**config.mk**
```make
export PLATFORM = sky130hd
export DESIGN_NAME = updown_counter_param
export DESIGN_NICKNAME = d
export VERILOG_FILES = /design/src/rtl/updown_pkg.sv /design/src/rtl/updown_next.sv /design/src/rtl/updown_counter_param.sv
export SDC_FILE = /design/constraint.sdc
export NUM_CORES = 1
export LEC_CHECK = 0
export CAP_MARGIN = 20
export CORE_UTILIZATION = 45
export CTS_CLUSTER_SIZE = 20
export DETAILED_ROUTE_END_ITERATION = 7
export PLACE_DENSITY = 0.76
export SLEW_MARGIN = 20
export SYNTH_ARGS = -nofsm -noshare
export SYNTH_HDL_FRONTEND = slang
export SYNTH_SLANG_ARGS = --single-unit
```
**constraint.sdc**
```tcl
create_clock -name clk -period 6.7 [get_ports clk]
set_input_delay 1.34 -clock clk [delete_from_list [all_inputs] [get_ports clk]]
set_output_delay 1.34 -clock clk [all_outputs]
set_load 0.03 [all_outputs]
```
**src/rtl/updown_pkg.sv**
```systemverilog
// Shared types and defaults for the parametrised up/down counter.
package updown_pkg;

    typedef enum logic {
        CNT_WRAP = 1'b0,
        CNT_SAT  = 1'b1
    } count_mode_e;

    localparam int unsigned DEF_WIDTH = 8;

endpackage : updown_pkg

```
**src/rtl/updown_next.sv**
```systemverilog
// Combinational next-count and overflow/underflow compute for updown_counter_param.
module updown_next
    import updown_pkg::*;
#(
    parameter int unsigned WIDTH = DEF_WIDTH,
    parameter count_mode_e MODE  = CNT_WRAP
) (
    input  logic [WIDTH-1:0] count,
    input  logic             en,
    input  logic             up,
    input  logic             down,
    input  logic             load,
    input  logic [WIDTH-1:0] load_val,
    input  logic [WIDTH-1:0] min_val,
    input  logic [WIDTH-1:0] max_val,
    output logic [WIDTH-1:0] count_next,
    output logic             ovf,
    output logic             unf,
    output logic             cfg_err
);

    localparam logic [WIDTH-1:0] ONE = WIDTH'(1);

    // Inverted limits disable counting but never block a load.
    always_comb begin
        cfg_err = (min_val > max_val);
    end

    // Priority: load, then hold conditions, then increment, then decrement.
    // Limit checks precede +1/-1 so the arithmetic never wraps mod 2^WIDTH.
    always_comb begin
        count_next = count;
        ovf        = 1'b0;
        unf        = 1'b0;
        if (load) begin
            count_next = load_val;
        end else if (en && (up != down) && !cfg_err) begin
            if (up) begin
                if (count < max_val) begin
                    count_next = count + ONE;
                end else begin
                    count_next = (MODE == CNT_SAT) ? max_val : min_val;
                    ovf        = 1'b1;
                end
            end else begin
                if (count > min_val) begin
                    count_next = count - ONE;
                end else begin
                    count_next = (MODE == CNT_SAT) ? min_val : max_val;
                    unf        = 1'b1;
                end
            end
        end
    end

endmodule : updown_next

```
**src/rtl/updown_counter_param.sv**
```systemverilog
// Parametrised up/down counter with wrap/saturate mode, runtime limits,
// synchronous load, terminal-count flags and registered overflow/underflow pulses.
module updown_counter_param
    import updown_pkg::*;
#(
    parameter int unsigned      WIDTH   = DEF_WIDTH,
    parameter count_mode_e      MODE    = CNT_WRAP,
    parameter logic [WIDTH-1:0] RST_VAL = '0
) (
    input  logic             clk,
    input  logic             reset_n,
    input  logic             en,
    input  logic             up,
    input  logic             down,
    input  logic             load,
    input  logic [WIDTH-1:0] load_val,
    input  logic [WIDTH-1:0] min_val,
    input  logic [WIDTH-1:0] max_val,
    output logic [WIDTH-1:0] count,
    output logic             at_max,
    output logic             at_min,
    output logic             overflow,
    output logic             underflow,
    output logic             cfg_err
);

    logic [WIDTH-1:0] count_q;
    logic [WIDTH-1:0] count_d;
    logic             overflow_q;
    logic             overflow_d;
    logic             underflow_q;
    logic             underflow_d;

    updown_next #(
        .WIDTH (WIDTH),
        .MODE  (MODE)
    ) u_next (
        .count      (count_q),
        .en         (en),
        .up         (up),
        .down       (down),
        .load       (load),
        .load_val   (load_val),
        .min_val    (min_val),
        .max_val    (max_val),
        .count_next (count_d),
        .ovf        (overflow_d),
        .unf        (underflow_d),
        .cfg_err    (cfg_err)
    );

    // Count and event pulses update together; reset aborts any pending pulse.
    always_ff @(posedge clk or negedge reset_n) begin
        if (!reset_n) begin
            count_q     <= RST_VAL;
            overflow_q  <= 1'b0;
            underflow_q <= 1'b0;
        end else begin
            count_q     <= count_d;
            overflow_q  <= overflow_d;
            underflow_q <= underflow_d;
        end
    end

    // Terminal-count flags track the live limits against the registered count.
    always_comb begin
        count     = count_q;
        overflow  = overflow_q;
        underflow = underflow_q;
        at_max    = (count_q >= max_val);
        at_min    = (count_q <= min_val);
    end

endmodule : updown_counter_param
```
==> summary.md, run 1 <==
| Metric | Value |
|---|---|
| IO buf count | `42` |
| Tmin final | `roughly 5 ns` |
| Worst Path Required | `~5.4 ns` |
| Filler cells | `between 200 and 300` |
| Sw frac | `0.4508` |
| Register Area | `250.2 um^2` |
| Sw power | `0.1745 mW` |
| Total core area | `about 3100 um^2` |
| Post-Syn Area per Cell | `between 8 and 9 um^2` |
| First-pass GRT wire length | `6.755 mm` |
| Placed cells | `261` |
| Syn nets | `237` |
| Non-filler instance count after layout | `265` |
| Most frequent CP cell | `clkdlybuf4s50_1` |
| Post-Place Cell Area | `1952 um^2` |
| Final HPWL DP | `3.265 mm` |
| Drt initial violations | `78` |
| Synth cell types | `37` |
| Critical Path Fanout Max | `3` |
| Worst EP arrival | `3.63 ns` |
| Family with the most delay on the worst path | `buffers and inverters` |
| Slew HR | `0.5378` |
| Fin worst setup slack | `1.728 ns` |
| Layout Nets | `278` |
| Crit Path Category | `input pin to primary output` |
| Final setup viols | `0` |
| Largest net degree at the start of global routing | `18` |
| Pwr dens | `194.7 nW/um^2` |
| Total wire length | `just over 4 mm` |
| CP endpoint kind | `primary output` |
| Comb pwr share | `0.607` |
| Fmax | `201.1 MHz` |
| Worst-path cell chain | `clkdlybuf4s50_1 -> inv_1 -> ha_1 -> nor2b_4 -> o211ai_2 -> a21oi_2 -> a2111oi_4 -> o21ai_0 -> clkdlybuf4s50_1` |
| Register share of total power | `0.249` |
| Metal3 WL | `approximately 170 um` |
| Post-synth EDFFs | `0` |
| Main synth FF type | `dfrtp_1` |
| Max Cap Viol | `0` |
| Max layer used | `met4` |
| Proportion of layout cells with a drive suffix above 1 | `0.05430` |
| CTS Hold Buffers Added | `0` |
| Pint | `0.2126 mW` |
| Yosys top cell area share | `0.2145` |
| GR Overflow Total | `0` |
| Post-CTS sizing | `0` |
| Mapped cell area | `1516 um^2` |
| Final Instance Area | `1988 um^2` |
| Final Max Tran Viols | `0` |
| Slowest stage delay, CP | `0.61 ns` |
| Synthesis-to-finish area growth | `31.11%` |
| Slew @ Worst Pin | `0.6912 ns` |
| CP max stage cell | `clkdlybuf4s50_1` |
| Clock sink total | `10` |
| Place WS | `between 1.5 and 2 ns` |
| Initial Util | `0.4848` |
| CTS tree | `yes` |
| P_leak | `0.9079 nW` |
| Skew final | `0.009524 ns` |
| Largest cells by area after synthesis | `ha_1, dfrtp_1, mux2i_1, inv_1, a21oi_1` |
| Num CTS Buffers | `3` |
| Post-route ant nets | `0` |
| Clk buf depth | `2` |
| Pre-Repair DR Iteration Count | `4` |
| Vias in the first global route | `1483` |
| H-tree lvl count | `1` |
| I/O Pins | `43` |
| Max VDD drop | `around 0.00012 V` |
| Yosys warns | `0` |
| Clk pwr share | `0.144` |
| Post-CTS Setup Inserts | `0` |
| Clk Latency, worst-skew pair | `around 0.27 ns` |
| Synth Register Bits | `10` |
| Largest area contributor in the netlist | `ha_1` |
| Worst path bufs/invs | `3` |
| Fraction of registers with async set/reset | `1.000` |
| Clock Pin Slew Worst Setup and Hold Paths | `around 0.060 ns` |
| Via count | `1505` |
| RSZ-0062 raised after global routing | `false` |
| Setup crit start kind | `input pin` |
| Initial antenna violation count | `0` |
| Chip height | `60.05 um` |
| Root buf cell | `clkbuf_4` |
| GP Congestion | `0.8694` |
| Metal-1 WL | `between 1.5 and 2 mm` |
| DRC viols | `0` |
| Tcrit/Tclk final | `0.7421` |
| Syn Inst Count | `~180` |
| Cell Rows | `20` |
| Setup_tns | `0 ns` |
| Die W | `60.05 um` |
| Min-Delay Path Class | `flop to flop` |
| Metal2 WL | `2.025 mm` |
| Seq/Total Area, Yosys | `0.1650` |
| Final hold violation count | `0` |
| Die ar. | `approximately 3600 um^2` |
| Status | `finished, final reports clean` |
| DR WL/cell | `15.53 um` |
| Multi-input logic area | `1136 um^2` |
| Antenna fix cells | `0` |
| GRT Util Overall | `0.2492` |
| Vias per inst | `5.679` |
[flip-flops by register name, summed over array words and instances, names as in the netlist]
register,flops
underflow,1
count,8
overflow,1
[through the flow]
stage / power (mW) / utilization / hold slack [ns]
after global placement: 0.3224 / 0.6240 / 0.7307
final: 0.3872 / 0.6356 / 0.7582
after CTS: 0.3878 / 0.6356 / 0.7700
after global routing: 0.4156 / 0.6356 / 0.8007
after floorplan: 0.2508 / - / 0.8013
after detailed placement: 0.3310 / 0.6240 / 0.7561
[cell type report]
cell class / count / share of cell area
inverters: 20 / 0.03776
multi-input cells: 143 / 0.5714
well taps: 44 / 0.02769
flip-flops and latches: 10 / 0.1259
clock buffers: 4 / 0.01825
repair buffers: 44 / 0.2190
[layout by cell type, fill, tap and decap left out, types with 3 or more instances in the layout]
cell             netlist  final
o311a_1                3      3
ha_1                  26     26
and3_1                 4      4
clkbuf_4               0      3
clkdlybuf4s50_1        0     42
nor2_1                 9      9
a21oi_1               13     13
a31oi_1                9      9
nand4_1                6      6
nor3_1                 3      3
o21ai_0                5      5
xnor2_1                7      7
dfrtp_1               10     10
o22ai_1                6      6
nand3_1                8      8
xor2_1                 5      5
mux2i_1               10     10
inv_1                 20     20
nand2_1                6      6
nor2b_1                3      3
[power groups by stage]
stage	logic (mW)	registers [mW]	clock network, mW
after floorplan	0.146	0.105	0
after global routing	0.257	0.0990	0.0593
after CTS	0.234	0.0968	0.0568
after detailed placement	0.233	0.0979	0
final	0.235	0.0964	0.0559
after global placement	0.226	0.0963	0
[worst min-delay path: stages, from the launching register on]
cell     delay (ns)
dfrtp_1        0.50
o22ai_1        0.16
a31oi_1        0.05
[cells in the mapped netlist, drive strengths merged (5+ instances only)]
master / number
ha: 26
inv: 20
a21oi: 14
dfrtp: 10
mux2i: 10
a31oi: 9
nor2: 9
nand3: 8
o22ai: 8
xnor2: 7
nand2: 6
nand4: 6
buf: 5
o21ai: 5
xor2: 5
[routing by layer]
metal | vias to the layer above | track usage
met1 | 700 | 0.3155
met4 | 0 | 0.05980
li1 | 757 | -
met2 | 44 | 0.4317
met5 | - | 0
met3 | 4 | 0.04762
[kinds of logic after synthesis]
logic type               count (synthesis)  share of synthesized area
adder cells (fa/ha/maj)                 26                     0.2145
multiplexers                            10                    0.06601
AND/OR/NAND/NOR                         44                     0.1543
AO/OA/AOI/OAI                           51                     0.2451
buffers and inverters                   28                    0.08581
flip-flops                              10                     0.1650
XOR/XNOR                                12                    0.06931
[path summary, 6_finish.rpt]
kind / start / endpoint / slack [ns] / cells after the start
worst min-delay path: count[6] / count[6] / 0.76 / 2
min in group asynchronous: reset_n / count[2] / 1.38 / 1
worst max-delay path: max_val[1] / at_max / 1.73 / 9
max in group asynchronous: reset_n / count[4] / 4.98 / 1
worst max register to register: count[1] / count[2] / 4.15 / 9
worst min register to register: count[6] / count[6] / 0.76 / 2
(Power assumes the default switching activity.)
==> run 2: changes to the inputs <==
==> constraint.sdc (replaced) <==
create_clock -name clk -period 5 [get_ports clk]
set_input_delay 1 -clock clk [delete_from_list [all_inputs] [get_ports clk]]
set_output_delay 1 -clock clk [all_outputs]
set_load 0.03 [all_outputs]
==> run 2 against run 1 <==
  * Total power grew 35%
  * Critical path depth stayed put
  * Cell area unchanged
  * Die area is the same
  * Largest cell class unchanged
==> summary.md, run 2 (synthesized netlist as in run 1, its figures left out) <==
| Metric | Value |
|---|---|
| Critical Path Fanout Max | `3` |
| Final hold violation count | `0` |
| Slowest stage delay, CP | `0.61 ns` |
| DR WL/cell | `15.56 um` |
| Drt initial violations | `92` |
| Final Max Tran Viols | `0` |
| Post-route ant nets | `0` |
| RSZ-0062 raised after global routing | `false` |
| Clock Pin Slew Worst Setup and Hold Paths | `0.08 ns` |
| Reg2reg setup slack | `around 2.5 ns` |
| Total wire length | `slightly above 4 mm` |
| Hold wc startpoint | `count[3]` |
| Slew @ Worst Pin | `0.6517 ns` |
| Worst EP arrival | `3.29 ns` |
| Synthesis-to-finish area growth | `31.11%` |
| Post-CTS sizing | `0` |
| CTS Hold Buffers Added | `0` |
| Vias in the first global route | `between 1000 and 1500` |
| Worst reg2reg path depth | `9` |
| Setup_tns | `0 ns` |
| Proportion of layout cells with a drive suffix above 1 | `0.05430` |
| Chip height | `60.05 um` |
| Pwr Total | `0.5216 mW` |
| Largest net degree at the start of global routing | `18` |
| Worst-path cell chain | `clkdlybuf4s50_1 -> inv_1 -> ha_1 -> nor2b_4 -> o211ai_2 -> a21oi_2 -> a2111oi_4 -> o21ai_0 -> clkdlybuf4s50_1` |
| Total core area | `3128 um^2` |
| CTS tree | `yes` |
| GR Overflow Total | `0` |
| Initial Util | `0.4848` |
| Most frequent cells in the layout | `clkdlybuf4s50_1, ha_1, inv_1` |
| Pre-Repair DR Iteration Count | `4` |
| Fmax | `233.0 MHz` |
| IO buf count | `42` |
| FF-to-FF End | `count[2]` |
| Die ar. | `roughly 3600 um^2` |
| Final setup viols | `0` |
| Worst path bufs/invs | `3` |
| Slew HR | `0.5642` |
| Initial antenna violation count | `0` |
| Hold Crit Endpoint | `count[3]` |
| Vias per inst | `5.898` |
| Max Cap Viol | `0` |
| Family with the most delay on the worst path | `buffers and inverters` |
| Max FFs per register | `8` |
| Setup crit start kind | `input pin` |
| Root buf cell | `clkbuf_4` |
| Num CTS Buffers | `3` |
| Layout Nets | `278` |
| I/O Pins | `43` |
| GRT Util Overall | `0.2420` |
| GP Congestion | `approximately 0.86` |
| Antenna fix cells | `0` |
| Cell Rows | `20` |
| Tmin final | `4.292 ns` |
| Most common cell after layout, fill and taps aside | `clkdlybuf4s50_1` |
| H-tree lvl count | `1` |
| Non-filler instance count after layout | `265` |
| First-pass GRT wire length | `6.520 mm` |
| RR Startpoint | `count[1]` |
| P_leak | `0.9079 nW` |
| CP endpoint kind | `primary output` |
| Clk Latency, worst-skew pair | `~0.27 ns` |
| Tcrit/Tclk final | `0.8584` |
| Crit Path Category | `input pin to primary output` |
| Final HPWL DP | `3.241 mm` |
| Skew final | `0.007832 ns` |
| Most frequent CP cell | `clkdlybuf4s50_1` |
| Pwr dens | `~260 nW/um^2` |
| Clk buf depth | `2` |
| Placed cells | `~260` |
| Via count | `approximately 1600` |
| Filler cells | `282` |
| Status | `finished, final reports clean` |
| Die W | `60.05 um` |
| DRC viols | `0` |
| CP max stage cell | `clkdlybuf4s50_1` |
| Max VDD drop | `0.0001187 V` |
| Worst Path Required | `~4.0 ns` |
| Post-CTS Setup Inserts | `0` |
| Hold path depth | `2` |
| Clock sink total | `10` |
| Min-Delay Path Class | `flop to flop` |
-- run 2: power breakdown --
part | total, mW | switching [mW] | internal (mW)
logic | 0.316 | 0.167 | 0.149
clock network | 0.0762 | 0.0320 | 0.0443
registers | 0.129 | 0.0371 | 0.0924
-- run 2: worst max path at each step --
stage / depth (start not counted) / to / from / slack [ns]
2_1_floorplan: 8 / at_max / max_val[1] / 1.34
3_3_place_gp: 9 / at_max / max_val[1] / 0.77
3_5_place_dp: 9 / at_max / max_val[1] / 0.71
4_1_cts: 9 / at_max / max_val[1] / 0.72
5_1_grt: 9 / at_max / max_val[1] / 0.61
6_report: 9 / at_max / max_val[1] / 0.71
-- run 2: layer usage --
metal / vias up / share of wire / GRT usage
met5: - / 0 / 0
met1: 722 / 0.44 / 0.2949
li1: 757 / - / -
met2: 76 / 0.48 / 0.4175
met3: 8 / 0.059 / 0.04978
met4: 0 / 0.019 / 0.08638
-- run 2: cell type report --
class / instances / area, um^2 / share of cell area
sequential: 10 / 250.2 / 0.1259
timing repair buffer: 44 / 435.4 / 0.2190
clock buffer: 4 / 36.28 / 0.01825
tap: 44 / 55.05 / 0.02769
inverter: 20 / 75.07 / 0.03776
multi-input combinational: 143 / 1136 / 0.5714
-- run 2: metrics by stage --
stage	hold slack, ns	utilization	area, um^2	setup slack, ns
2_1_floorplan	0.7044	-	1516	1.340
3_3_place_gp	0.7261	0.6240	1952	0.7709
3_5_place_dp	0.7444	0.6240	1952	0.7122
4_1_cts	0.7573	0.6356	1988	0.7164
5_1_grt	0.8121	0.6356	1988	0.6133
6_report	0.7543	0.6356	1988	0.7079
-- run 2: worst reg2reg max path, cell delays in order, from the launching register on --
cell	delay (ns)
dfrtp_1	0.58
ha_1	0.34
nor2b_4	0.14
o211ai_2	0.14
a21oi_2	0.09
a2111oi_4	0.33
buf_4	0.27
mux2i_1	0.21
a31oi_1	0.10
a22o_1	0.21
